<file path="config.mk">
export PLATFORM = sky130hd
export DESIGN_NAME = vga_timing_ctrl
export DESIGN_NICKNAME = d
export VERILOG_FILES = /design/src/rtl/vga_timing_ctrl.sv
export SDC_FILE = /design/constraint.sdc
export NUM_CORES = 1
export LEC_CHECK = 0
export ABC_AREA = 1
export CAP_MARGIN = 20
export CORE_MARGIN = 10
export CORE_UTILIZATION = 40
export DETAILED_ROUTE_END_ITERATION = 10
export PLACE_DENSITY = 0.82
export SLEW_MARGIN = 20
export SYNTH_ARGS = -nofsm -noshare
export SYNTH_HDL_FRONTEND = slang
export SYNTH_SLANG_ARGS = --single-unit
</file>
<file path="constraint.sdc">
create_clock -name vga_clk -period 1.9 [get_ports vga_clk]
set_input_delay 0.38 -clock vga_clk [delete_from_list [all_inputs] [get_ports vga_clk]]
set_output_delay 0.38 -clock vga_clk [all_outputs]
set_load 0.02 [all_outputs]
</file>
<file path="src/rtl/vga_timing_ctrl.sv">
// 640x480@60 Hz VGA timing controller: free-running raster counters, sync
// generation, one-cycle-early pixel requests and active-area gating of rgb.
module vga_timing_ctrl #(
  parameter int H_SYNC  = 96,
  parameter int H_BACK  = 48,
  parameter int H_VALID = 640,
  parameter int H_FRONT = 16,
  parameter int V_SYNC  = 2,
  parameter int V_BACK  = 33,
  parameter int V_VALID = 480,
  parameter int V_FRONT = 10
) (
  input  logic        vga_clk,
  input  logic        sys_rst_n,
  input  logic        en,
  input  logic [23:0] pix_data,
  output logic [9:0]  pix_x,
  output logic [9:0]  pix_y,
  output logic        pix_data_req,
  output logic        hsync,
  output logic        vsync,
  output logic        rgb_valid,
  output logic [23:0] rgb,
  output logic        frame_start,
  output logic [15:0] frame_cnt
);

  localparam int H_TOTAL = H_SYNC + H_BACK + H_VALID + H_FRONT;
  localparam int V_TOTAL = V_SYNC + V_BACK + V_VALID + V_FRONT;
  localparam int HA      = H_SYNC + H_BACK;
  localparam int VA      = V_SYNC + V_BACK;

  localparam logic [9:0] H_LAST    = 10'(H_TOTAL - 1);
  localparam logic [9:0] V_LAST    = 10'(V_TOTAL - 1);
  localparam logic [9:0] H_SYNC_W  = 10'(H_SYNC);
  localparam logic [9:0] V_SYNC_W  = 10'(V_SYNC);
  localparam logic [9:0] H_ACT_BEG = 10'(HA);
  localparam logic [9:0] H_ACT_END = 10'(HA + H_VALID);
  localparam logic [9:0] H_REQ_BEG = 10'(HA - 1);
  localparam logic [9:0] H_REQ_END = 10'(HA + H_VALID - 1);
  localparam logic [9:0] V_ACT_BEG = 10'(VA);
  localparam logic [9:0] V_ACT_END = 10'(VA + V_VALID);
  localparam logic [9:0] IDLE_XY   = 10'h3FF;

  logic        run_q, run_d;
  logic [9:0]  cnt_h_q, cnt_h_d;
  logic [9:0]  cnt_v_q, cnt_v_d;
  logic [15:0] frame_cnt_q, frame_cnt_d;

  logic h_act, h_req, v_act;

  // NOTE: every variable gets a default at the top of the block so no path
  // leaves it unassigned; otherwise synthesis infers a latch.
  always_comb begin
    run_d       = en;
    cnt_h_d     = cnt_h_q;
    cnt_v_d     = cnt_v_q;
    frame_cnt_d = frame_cnt_q;
    if (!run_q) begin
      cnt_h_d = '0;
      cnt_v_d = '0;
    end else if (cnt_h_q == H_LAST) begin
      cnt_h_d = '0;
      if (cnt_v_q == V_LAST) begin
        cnt_v_d     = '0;
        frame_cnt_d = frame_cnt_q + 16'd1;
      end else begin
        cnt_v_d = cnt_v_q + 10'd1;
      end
    end else begin
      cnt_h_d = cnt_h_q + 10'd1;
    end
  end

  // NOTE: state updates use non-blocking assignments so all flops sample the
  // pre-edge values; the reset is in the sensitivity list, making it async.
  always_ff @(posedge vga_clk or negedge sys_rst_n) begin
    if (!sys_rst_n) begin
      run_q       <= 1'b0;
      cnt_h_q     <= '0;
      cnt_v_q     <= '0;
      frame_cnt_q <= '0;
    end else begin
      run_q       <= run_d;
      cnt_h_q     <= cnt_h_d;
      cnt_v_q     <= cnt_v_d;
      frame_cnt_q <= frame_cnt_d;
    end
  end

  // Request window leads the display window by one clock to cover the
  // pattern generator's registered output.
  always_comb begin
    h_act        = (cnt_h_q >= H_ACT_BEG) && (cnt_h_q < H_ACT_END);
    h_req        = (cnt_h_q >= H_REQ_BEG) && (cnt_h_q < H_REQ_END);
    v_act        = (cnt_v_q >= V_ACT_BEG) && (cnt_v_q < V_ACT_END);
    hsync        = 1'b0;
    vsync        = 1'b0;
    rgb_valid    = 1'b0;
    pix_data_req = 1'b0;
    frame_start  = 1'b0;
    pix_x        = IDLE_XY;
    pix_y        = IDLE_XY;
    rgb          = '0;
    if (run_q) begin
      hsync        = (cnt_h_q < H_SYNC_W);
      vsync        = (cnt_v_q < V_SYNC_W);
      rgb_valid    = h_act && v_act;
      pix_data_req = h_req && v_act;
      frame_start  = (cnt_h_q == '0) && (cnt_v_q == '0);
      if (pix_data_req) begin
        pix_x = cnt_h_q - H_REQ_BEG;
        pix_y = cnt_v_q - V_ACT_BEG;
      end
      if (rgb_valid) begin
        rgb = pix_data;
      end
    end
  end

  assign frame_cnt = frame_cnt_q;

endmodule

</file>
# Yosys cells after proc, flatten, opt, wreduce, memory -nomap -nowiden
# Cells that the tools add are included.
# word_totals
out_inout_bits	65
ff_bits	37
in_bits	27
# op_classes
n_addsub	5
n_eq_ne	3
reduce_logical	9
n_lt_le_gt_ge	8
n_mux	16
# op_table
operator	n
10-bit 2-to-1 mux	9
24-bit 2-to-1 mux	2
10-bit < comparator, second input constant	3
10-bit by 1-bit adder with 10-bit output, second input constant	2
10-bit equality test, second input constant	2
10-bit by 8-bit greater-or-equal comparator with 1-bit output, second input constant	2
10-bit zero test	2
16-bit by 1-bit adder with 16-bit output, second input constant	1
10-bit by 6-bit greater-or-equal comparator with 1-bit output, second input constant	1
10-bit by 2-bit < comparator with 1-bit output, second input constant	1
10-bit by 7-bit < comparator with 1-bit output, second input constant	1
10-bit by 6-bit subtractor with 10-bit output, second input constant	1
10-bit by 8-bit subtractor with 10-bit output, second input constant	1
1-bit logical AND	6
1-bit 2-to-1 mux	5
3-bit AND reduction	1
2-bit by 1-bit inequality test with 1-bit output, second input constant	1

# Logic depth before layout (Yosys ltp)
# Gate-level depths: netlist of run 1.
# logic_depth
ltp_word	5
ltp_mapped	10

# Worst setup path after synthesis of run 1
# Ideal clock, no wire load.
# synth_timing
path_kind	register to output
from	register cnt_v_q[0]
to	output port rgb[14]
setup_slack_ps	-145
path_stages_with_launch	8
arrival_time_ps	1665
n_path_buf	1
cell_sequence	dfrtp_1 > ha_1 > inv_1 > nand3_2 > o21ai_2 > nand2_2 > buf_6 > nor3_1
# synth_via
elab_chain_cells	5
elab_cells_between_ends	6
classes_between	order compare (2); mux (2); reduce/logical (2)
# synth_lines
item	line	rtl
start: declaration	47	logic [9:0] cnt_v_q, cnt_v_d;
start signal: assignment	86	cnt_v_q <= cnt_v_d;
10-bit by 6-bit greater-or-equal comparator with 1-bit output or 10-bit < comparator (tied branches)	96	v_act = (cnt_v_q >= V_ACT_BEG) && (cnt_v_q < V_ACT_END);
1-bit logical AND (*)	96	
1-bit logical AND (*)	108	rgb_valid = h_act && v_act;
24-bit 2-to-1 mux (*)	115	if (rgb_valid) begin
24-bit 2-to-1 mux (*)	105	if (run_q) begin
end: declaration	23	output logic [23:0] rgb,
# Every way passes the cells marked *; elsewhere a longest branch is shown, timed or not.

# Final worst setup path of run 1
# layout_timing
from	register cnt_v_q[0]
to	output port pix_y[4]
# layout_via
elab_chain_cells	5
elab_cells_between_ends	7
classes_between	add/sub (1); order compare (2); mux (2); reduce/logical (2)
# layout_lines
item	line	rtl
10-bit by 6-bit greater-or-equal comparator with 1-bit output or 10-bit < comparator (tied branches)	96	
1-bit logical AND	96	
1-bit logical AND	109	pix_data_req = h_req && v_act;
10-bit 2-to-1 mux (*)	111	if (pix_data_req) begin
10-bit 2-to-1 mux (*)	105	
end: declaration	18	output logic [9:0] pix_y,
# Marks and branches as above.

==> metrics.yaml, run 1 <==
outcome:
  outcome: "finished with violations"
  violations: "negative setup slack"
floorplanning:
  design.die.area_um2: 11200
  io_pins: 92
  die_y_um: 106
  core-area_um2: 7210
  die_x_um: 106
  row_count: 31
  start_util: 0.408
critical_path:
  cp.required_ns: 1.52
  end_kind: "primary output"
  crit_fanout: 9
  critical_path_class: "reg2out"
  worstPathArrival_ns: 1.86
  start_kind: "flop"
final_layout:
  area_growth_pct: 61.3
  utilization: 0.659
  layout-drive-gt1-share: 0.347
  instances_no_fill: 707
  fin_nets: 639
  antenna_cells: 0
timing:
  setup_slack_ns: -0.340
  clock_skew_ns: 0.0142
  slew_viol_final: 0
  slew_headroom: 0.671
  clock.fmax_mhz: 447
  period_share: 1.18
  worst_slew_pin_slew_ns: 0.494
  min_period_ns: 2.24
  hold_viol_final: 0
  finalSetupViolCount: 48
  grt_setup_unrepaired: "yes"
  hold_slack_ns: 0.504
routing:
  initialDrtViolationCount: 246
  wl_per_cell_um: 14.7
  dr.pass1.iters: 4
  via_per_inst: 4.92
  drt.antenna.violating_nets: 0
  wl_mm: 10.4
  drc: 0
  vias: 3475
power_and_ir_drop:
  combPwrFrac: 0.092
  pwr-share-seq: 0.443
  p_sw_uw: 401
  p_int_mw: 1.40
  swShare: 0.223
  leakage_nw: 2.33
  ir_worst_vdd_uv: 388
  p_per_area_nw_per_um2: 379
  clockPowerShare: 0.465
grt:
  grt_pass1_wl_mm: 16.2
  grt_usage: 0.171
  grt_antenna_before_repair: 0
  grt_pass1_vias: 3438
  gr-total-overflow: 0
  grt_max_degree: 38
flow_run:
  cap_violations: 0
place:
  dp_hpwl_mm: 7.54
  place_inst: 688
  io_buffers: 91
  place_congestion: 0.926
clock_tree:
  cts.sinks: 37
  clk_latency_ns: 0.30
  clockBufferDepth: 2
  path_clk_slew_ns: 0.09
  cts_tree: "built"
  cts_root_buf: "clkbuf_8"
  cts_buffers: 5
  holdBufCountCts: 0
  h-tree-depth: 2
yosys:
  synth_nets: 477
  syn_avg_cell_area_um2: 6.62
  ys.warnings.count: 0
  ys_seq_area_frac: 0.314
  ys_types: 30
  synthCells: 445
  synth_flop_cell: "dfrtp_1"
  synth_area_leader_cell: "dfrtp_1"
  syn_area_um2: 2950
  synth-edff-count: 0
  synthTopCellsByArea: "dfrtp_1 31%, nand2_1 17%, inv_1 8.9%"
  async_reset_ff_frac: 1.00
  synth_top_area_frac: 0.314
  ys_ff_latch: 37
hold_path:
  hp-class: "in2async"
[area by class of cell]
type | instances | area (um2)
inverters | 74 | 283
clock inverters | 3 | 65.1
repair buffers | 165 | 1420
flip-flops and latches | 37 | 927
well taps | 99 | 124
multi-input cells | 324 | 1860
clock buffers | 5 | 68.8
fillers | 588 | 2460
[synthesized netlist by cell type (all sizes together), types with 2 or more instances]
library cell	n
nand3b	5
ha	5
inv	74
o21ai	24
nand4	11
xor2	12
nand2	148
nand3	24
o22ai	2
dfrtp	37
nor2	50
nor3	33
buf	11
a21oi	4
[power by group through the flow]
stage          clock (mW)  combinational [mW]  sequential (mW)
2_1_floorplan           0              0.0452            0.815
3_3_place_gp            0               0.153            0.813
3_5_place_dp            0               0.157            0.813
4_1_cts             0.845               0.157            0.798
5_1_grt             0.878               0.180            0.799
6_report            0.836               0.165            0.798
[stage by stage]
step / setup WS [ns] / power (mW) / area (um2) / setup TNS (ns)
6_report: -0.340 / 1.80 / 4750 / -14.79
4_1_cts: -0.443 / 1.80 / 4570 / -16.08
5_1_grt: -0.431 / 1.86 / 4750 / -19.10
3_3_place_gp: -0.476 / 0.966 / 4390 / -19.58
2_1_floorplan: -0.145 / 0.860 / 2950 / -2.83
3_5_place_dp: -0.557 / 0.970 / 4390 / -23.11
[layer usage]
layer	track usage	wire length (um)	vias up
met5	0	0	-
met4	0.0358	148	0
met3	0.0390	639	17
met2	0.299	4940	139
met1	0.210	4670	1611
li1	-	-	1708
[critical path, stage by stage, from the launching register on]
cell,delay (ns)
dfrtp_1,0.40
ha_2,0.20
inv_2,0.08
nand3_2,0.10
o21ai_4,0.16
nand3_2,0.10
nor2_4,0.13
buf_6,0.16
nand2_1,0.09
buf_6,0.14
[what timing repair did]
item,CTS,global route
resized for setup,294,41
cloned,1,2
setup buffers,4,6
hold endpoints to repair,0,0
pin swaps,5,9
endpoints found under the setup margin,49,58
[cells by family (layout without fill, tap and decap cells)]
family / count (synthesis) / after routing / synth area share
and+or+nand+nor: 274 / 275 / 0.436
adders and majority gates: 5 / 5 / 0.0212
AOI/OAI and AO/OA: 31 / 31 / 0.0556
DFF: 37 / 37 / 0.314
buffers and inverters: 85 / 247 / 0.132
xor gates and xnor gates: 13 / 13 / 0.0412
[flip-flops by register name, indices dropped and copies added (netlist names)]
| name | flops |
|---|---|
| frame_cnt | 16 |
| cnt_h_q | 10 |
| run_q | 1 |
| cnt_v_q | 10 |
[layout by cell type, fill, tap and decap left out, types with 4 or more instances in the layout]
cell type / synthesis / routed
nor2_4: 7 / 10
nor3_4: 0 / 4
nor2_1: 39 / 37
nor2_2: 4 / 4
o21ai_0: 18 / 17
clkdlybuf4s50_1: 0 / 42
nand4_1: 10 / 10
buf_6: 9 / 15
buf_4: 0 / 97
dfrtp_1: 37 / 36
o21ai_1: 5 / 6
buf_2: 2 / 8
nor3_2: 1 / 20
nand2_2: 11 / 21
xor2_1: 11 / 11
nand2_1: 137 / 127
inv_1: 70 / 67
nor3_1: 32 / 9
clkbuf_8: 0 / 5
nand3_2: 4 / 6
nand3b_1: 5 / 5
inv_2: 4 / 5
a21oi_1: 4 / 4
nand3_1: 20 / 18
[path summary, 6_finish.rpt]
path / start / to / slack, ns / cells after the start
min reg2reg: frame_cnt[2] / frame_cnt[2] / 0.54 / 2
min in group vga_clk: frame_cnt[2] / frame_cnt[2] / 0.54 / 2
max reg2reg: cnt_v_q[0] / frame_cnt[5] / 0.08 / 10
max: cnt_v_q[0] / pix_y[4] / -0.34 / 9
min: sys_rst_n / frame_cnt[15] / 0.50 / 2
max in group asynchronous: sys_rst_n / cnt_h_q[7] / 1.03 / 2
Note: power is estimated with default switching activity, not from simulation.
==> run 2, diff against run 1 <==
clock period = 2.41 ns   (was 1.9 ns; I/O delays follow)
==> run 2 against run 1 <==
Compared with the run above: the flow now finishes without violations; largest cell class unchanged; non-clock buffer count shrank 36; worst setup slack better by 0.38 ns; first-iteration DRC count is 34% lower; sequential power shrank 21%; clock skew is 0.0027 ns higher; sequential cell count unchanged; register-to-register slack improved by 0.45 ns; worst hold slack better by 0.028 ns; die area unchanged; core utilization down 6.4 points; critical path depth is 1 lower; total power down 27%.
==> metrics.yaml, run 2 (synthesis results as in run 1) <==
critical_path:
  crit_family: "buffers and inverters"
  critical_path_class: "reg2out"
  rrSetupSlack_ns: 0.53  # +0.45 ns
  crit_slowest_cell: "dfrtp_1"
  critical_path.cell_chain: "ha_2 -> inv_2 -> nand3_2 -> o21ai_4 -> nand2_4 -> buf_6 -> nor3_2 -> buf_2"
  cp_slowest_stage_delay_ns: 0.39  # about the same
  cp.required_ns: 1.93  # +0.41 ns
  crit_fanout: 6  # -3
  start_kind: "flop"
  worstPathArrival_ns: 1.89  # +0.03 ns
  crit_buf_inv: 3  # unchanged
  end_kind: "primary output"
routing:
  dr.pass1.iters: 4  # unchanged
  wl_per_cell_um: 14.0  # -4.6%
  drc: 0  # unchanged
  initialDrtViolationCount: 162  # -34%
  via_per_inst: 4.93  # +0.30%
  vias: 3303  # -4.9%
  drt.antenna.violating_nets: 0  # unchanged
  wl_mm: 9.41  # -9.6%
floorplanning:
  die_y_um: 106  # unchanged
  die_x_um: 106  # unchanged
  row_count: 31  # unchanged
  start_util: 0.408  # unchanged
  design.die.area_um2: 11200  # unchanged
  io_pins: 92  # unchanged
  core-area_um2: 7210  # unchanged
clock_tree:
  cts.sinks: 37  # unchanged
  clockBufferDepth: 2  # unchanged
  cts_buffers: 5  # unchanged
  holdBufCountCts: 0  # unchanged
  cts_tree: "built"
  path_clk_slew_ns: 0.08  # about the same
  cts_root_buf: "clkbuf_8"
  h-tree-depth: 2  # unchanged
  clk_latency_ns: 0.30  # about the same
power_and_ir_drop:
  p_total_mw: 1.31  # -27%
  p_per_area_nw_per_um2: 306  # -19%
  leakage_nw: 2.06  # -12%
  ir_worst_vdd_uv: 317  # -18%
final_layout:
  antenna_cells: 0  # unchanged
  final_common_cell: "nand2_1"
  layout-drive-gt1-share: 0.277  # -0.0703
  largest_register_ffs: 16  # unchanged
  utilization: 0.595  # -0.0636
  area_growth_pct: 45.7
  instances_no_fill: 670  # -5.2%
  fin_nets: 602  # -5.8%
  mostFrequentLayoutCells: "136 x nand2_1, 67 x inv_1, 49 x buf_4, 43 x clkdlybuf4s50_1, 38 x nor2_1"
timing:
  slew_viol_final: 0  # unchanged
  slew_headroom: 0.671  # about the same
  period_share: 0.983
  grt_setup_unrepaired: "yes"
  clock.fmax_mhz: 422
  finalSetupViolCount: 0  # -100%
  min_period_ns: 2.37
  setup_slack_ns: 0.0405  # +0.380 ns
  clock_skew_ns: 0.0169  # +0.00268 ns
  hold_viol_final: 0  # unchanged
  worst_slew_pin_slew_ns: 0.494  # +0.000319 ns
place:
  pre_cts_slack_ns: -0.146  # +0.412 ns
  io_buffers: 91  # unchanged
  place_inst: 657  # -4.5%
  dp_hpwl_mm: 7.11  # -5.7%
  place_congestion: 0.919  # -0.69%
grt:
  grt_pass1_wl_mm: 15.0  # -7.2%
  gr-total-overflow: 0  # unchanged
  grt_usage: 0.158  # -0.0135
  grt_antenna_before_repair: 0  # unchanged
  grt_pass1_vias: 3254  # -5.4%
  grt_max_degree: 38  # unchanged
hold_path:
  hp-class: "reg2reg"
flow_run:
  cap_violations: 0  # unchanged
outcome:
  outcome: "finished clean"
-- run 2: metal layers --
layer / GRT usage / vias to the layer above / wire length [um]
met5: 0 / - / 0
met4: 0.0368 / 0 / 87
met3: 0.0445 / 9 / 612
met2: 0.258 / 120 / 4410
met1: 0.201 / 1537 / 4300
li1: - / 1637 / -
-- run 2: repair_timing --
item / in CTS / in global routing
setup buffers: 1 / 3
setup endpoints to repair: 48 / 48
gates resized for setup: 216 / 53
pin swaps: 1 / 4
cloned: 0 / 2
-- run 2: tightest hold or removal path, stage by stage (launching register included) --
cell     delay, ns
dfrtp_1       0.38
nand2_1       0.07
nand2_1       0.05
-- run 2: final timing paths --
path,startpoint,endpoint,cells past startpoint
worst max-delay path,cnt_v_q[0],rgb[9],8
worst min-delay path,frame_cnt[15],frame_cnt[15],2
worst max register to register,cnt_v_q[1],frame_cnt[2],11
worst min register to register,frame_cnt[15],frame_cnt[15],2
max in group asynchronous,sys_rst_n,cnt_h_q[6],2
min in group asynchronous,sys_rst_n,cnt_h_q[1],2
-- run 2: metrics by stage --
step	cell area (um2)	TNS [ns]	hold slack (ns)
3_3_place_gp	4160	-0.556	0.493
3_5_place_dp	4160	-3.59	0.513
5_1_grt	4290	-1.37	0.562
4_1_cts	4070	0	0.527
2_1_floorplan	2950	0	0.186
6_report	4290	0	0.532
-- run 2: layout make-up --
cell class	count	area (um2)
Fill cell	675	2920
Multi-Input combinational cell	323	1780
Timing Repair Buffer	129	1060
Sequential cell	37	927
Inverter	74	280
Tap cell	99	124
Clock buffer	5	68.8
Clock inverter	3	46.3
-- run 2: report_power, final --
part,internal (mW),switching [mW]
clock network,0.310,0.256
registers,0.625,0.00416
logic,0.0595,0.0575
total,0.995,0.317
==> run 3, diff against run 2 <==
PLACE_DENSITY = 0.85   (was 0.82)
clock period = 2.15 ns   (was 2.41 ns; I/O delays follow)
==> run 3 against run 2 <==
Compared with the run above: the run now ends with negative setup slack left; total power is 6.8% higher; worst setup slack worse by 0.26 ns; register-to-register slack lost 0.35 ns; core utilization increased by 5.2 points; wire length increased by 8.4%; global-route usage rose by 1.9 points; via count up 6.7%; combinational power is 19% higher; cell count increased by 4.5%; sequential share of layout area down 1.8 points; sequential power increased by 12%; clock power decreased by 2%; largest cell class unchanged.
==> metrics.yaml, run 3 (synthesis results as in run 1) <==
outcome:
  outcome: "finished with violations"
  violations: "negative setup slack"
clock_tree:
  cts.sinks: 37  # unchanged
  h-tree-depth: 2  # unchanged
  cts_root_buf: "clkbuf_8"
  path_clk_slew_ns: 0.08  # about the same
  cts_buffers: 5  # unchanged
  clockBufferDepth: 2  # unchanged
  clk_latency_ns: 0.30  # about the same
  cts_tree: "built"
critical_path:
  cp.depth: 10  # +2
  reg2reg_depth: 11  # unchanged
  cp.required_ns: 1.72  # -0.21 ns
  critical_path.cell_chain: "ha_2 -> inv_2 -> nand3_2 -> o21ai_4 -> nand3_2 -> nor2_4 -> buf_6 -> clkbuf_16 -> nand2_4 -> buf_6"
  crit_buf_inv: 4  # +1
  start_kind: "flop"
  end_kind: "primary output"
  crit_slowest_cell: "dfrtp_1"
  worstPathArrival_ns: 1.94  # +0.05 ns
  cp_slowest_stage_delay_ns: 0.40  # about the same
  crit_family: "buffers and inverters"
  crit_fanout: 4  # -2
  critical_path_class: "reg2out"
  rrSetupSlack_ns: 0.18  # -0.35 ns
hold_path:
  holdPathStages: 2  # unchanged
  hp-class: "reg2reg"
timing:
  finalSetupViolCount: 47  # +47
  grt_setup_unrepaired: "yes"
  period_share: 1.10
  setup_slack_ns: -0.221  # -0.262 ns
  worst_slew_pin_slew_ns: 0.496  # +0.00184 ns
  hold_viol_final: 0  # unchanged
  min_period_ns: 2.37
  clock_skew_ns: 0.0110  # -0.00594 ns
  hold_slack_ns: 0.535  # +0.00252 ns
  clock.fmax_mhz: 422
  slew_headroom: 0.670  # -0.00123
  slew_viol_final: 0  # unchanged
floorplanning:
  die_x_um: 106  # unchanged
  row_count: 31  # unchanged
  start_util: 0.408  # unchanged
  die_y_um: 106  # unchanged
  io_pins: 92  # unchanged
  design.die.area_um2: 11200  # unchanged
  core-area_um2: 7210  # unchanged
grt:
  grt_pass1_vias: 3544  # +8.9%
  grt_pass1_wl_mm: 16.7  # +11%
  grt_max_degree: 38  # unchanged
  gr-total-overflow: 0  # unchanged
  grt_antenna_before_repair: 0  # unchanged
  grt_usage: 0.176  # +0.0185
power_and_ir_drop:
  p_per_area_nw_per_um2: 300  # -1.8%
  ir_worst_vdd_uv: 306  # -3.6%
  leakage_nw: 2.43  # +18%
flow_run:
  cap_violations: 0  # unchanged
final_layout:
  fillers: 604  # -11%
  fin_nets: 632  # +5.0%
  antenna_cells: 0  # unchanged
  mostFrequentLayoutCells: "117 x nand2_1, 71 x buf_4, 67 x inv_1, 42 x clkdlybuf4s50_1, 39 x nor2_1"
  area_growth_pct: 58.5
  largest_register_ffs: 16  # unchanged
  layout-drive-gt1-share: 0.319  # +0.0428
  utilization: 0.647  # +0.0524
  final_common_cell: "nand2_1"
place:
  place_congestion: 0.926  # +0.70%
  dp_hpwl_mm: 7.74  # +8.9%
  io_buffers: 91  # unchanged
routing:
  drc: 0  # unchanged
  vias: 3525  # +6.7%
  via_per_inst: 5.04  # +2.1%
  dr.pass1.iters: 4  # unchanged
  wl_per_cell_um: 14.6  # +3.7%
  initialDrtViolationCount: 216  # +33%
  wl_mm: 10.2  # +8.4%
  drt.antenna.violating_nets: 0  # unchanged
==> run 3: final cells by class <==
type	count	area, um2	share of cell area
multi-input cells	323	1820	0.389
inverters	74	280	0.0600
well taps	99	124	0.0265
clock inverters	1	5.00	0.00107
repair buffers	159	1420	0.305
flip-flops and latches	37	926	0.198
clock buffers	7	96.3	0.0206
==> run 3: report_power, final <==
group	switching (mW)	internal (mW)	leakage (nW)
logic	0.0687	0.0704	1.87
registers	0.00518	0.701	0.512
clock network	0.266	0.290	0.0542
==> run 3: final timing paths <==
check,startpoint,end
min reg2reg,frame_cnt[15],frame_cnt[15]
max,cnt_v_q[1],pix_x[8]
max reg2reg,cnt_h_q[1],cnt_h_q[7]
min,frame_cnt[15],frame_cnt[15]
min in group asynchronous,sys_rst_n,frame_cnt[11]
max in group asynchronous,sys_rst_n,frame_cnt[4]
==> run 3: worst min-delay path, stage by stage (launching register included) <==
cell	delay, ns
dfrtp_1	0.39
nand2_1	0.07
nand2_1	0.05
==> run 3: stage by stage <==
step	total power, mW	worst slack, ns	cells	setup TNS (ns)	instance area, um2
2_1_floorplan	0.760	0.0549	445	0	2950
3_3_place_gp	0.849	-0.275	683	-10.51	4350
3_5_place_dp	0.853	-0.334	683	-13.34	4350
4_1_cts	1.41	-0.211	697	-6.52	4490
5_1_grt	1.46	-0.290	700	-11.90	4670
6_report	1.40	-0.221	700	-6.79	4670
==> run 3: metal layers <==
| layer | vias up | routed length [um] | GRT usage |
|---|---|---|---|
| li1 | 1700 | - | - |
| met1 | 1645 | 4410 | 0.212 |
| met2 | 157 | 4870 | 0.303 |
| met3 | 23 | 722 | 0.0432 |
| met4 | 0 | 194 | 0.0542 |
| met5 | - | 0 | 0 |
==> run 3: timing repair <==
| item | 4_1_cts | 5_1_grt |
|---|---|---|
| pin swaps | 4 | 5 |
| buffers inserted | 5 | 3 |
| setup endpoints to repair | 49 | 48 |
| gates resized for setup | 287 | 41 |
| hold buffers | 0 | 0 |
| gates cloned | 1 | 1 |
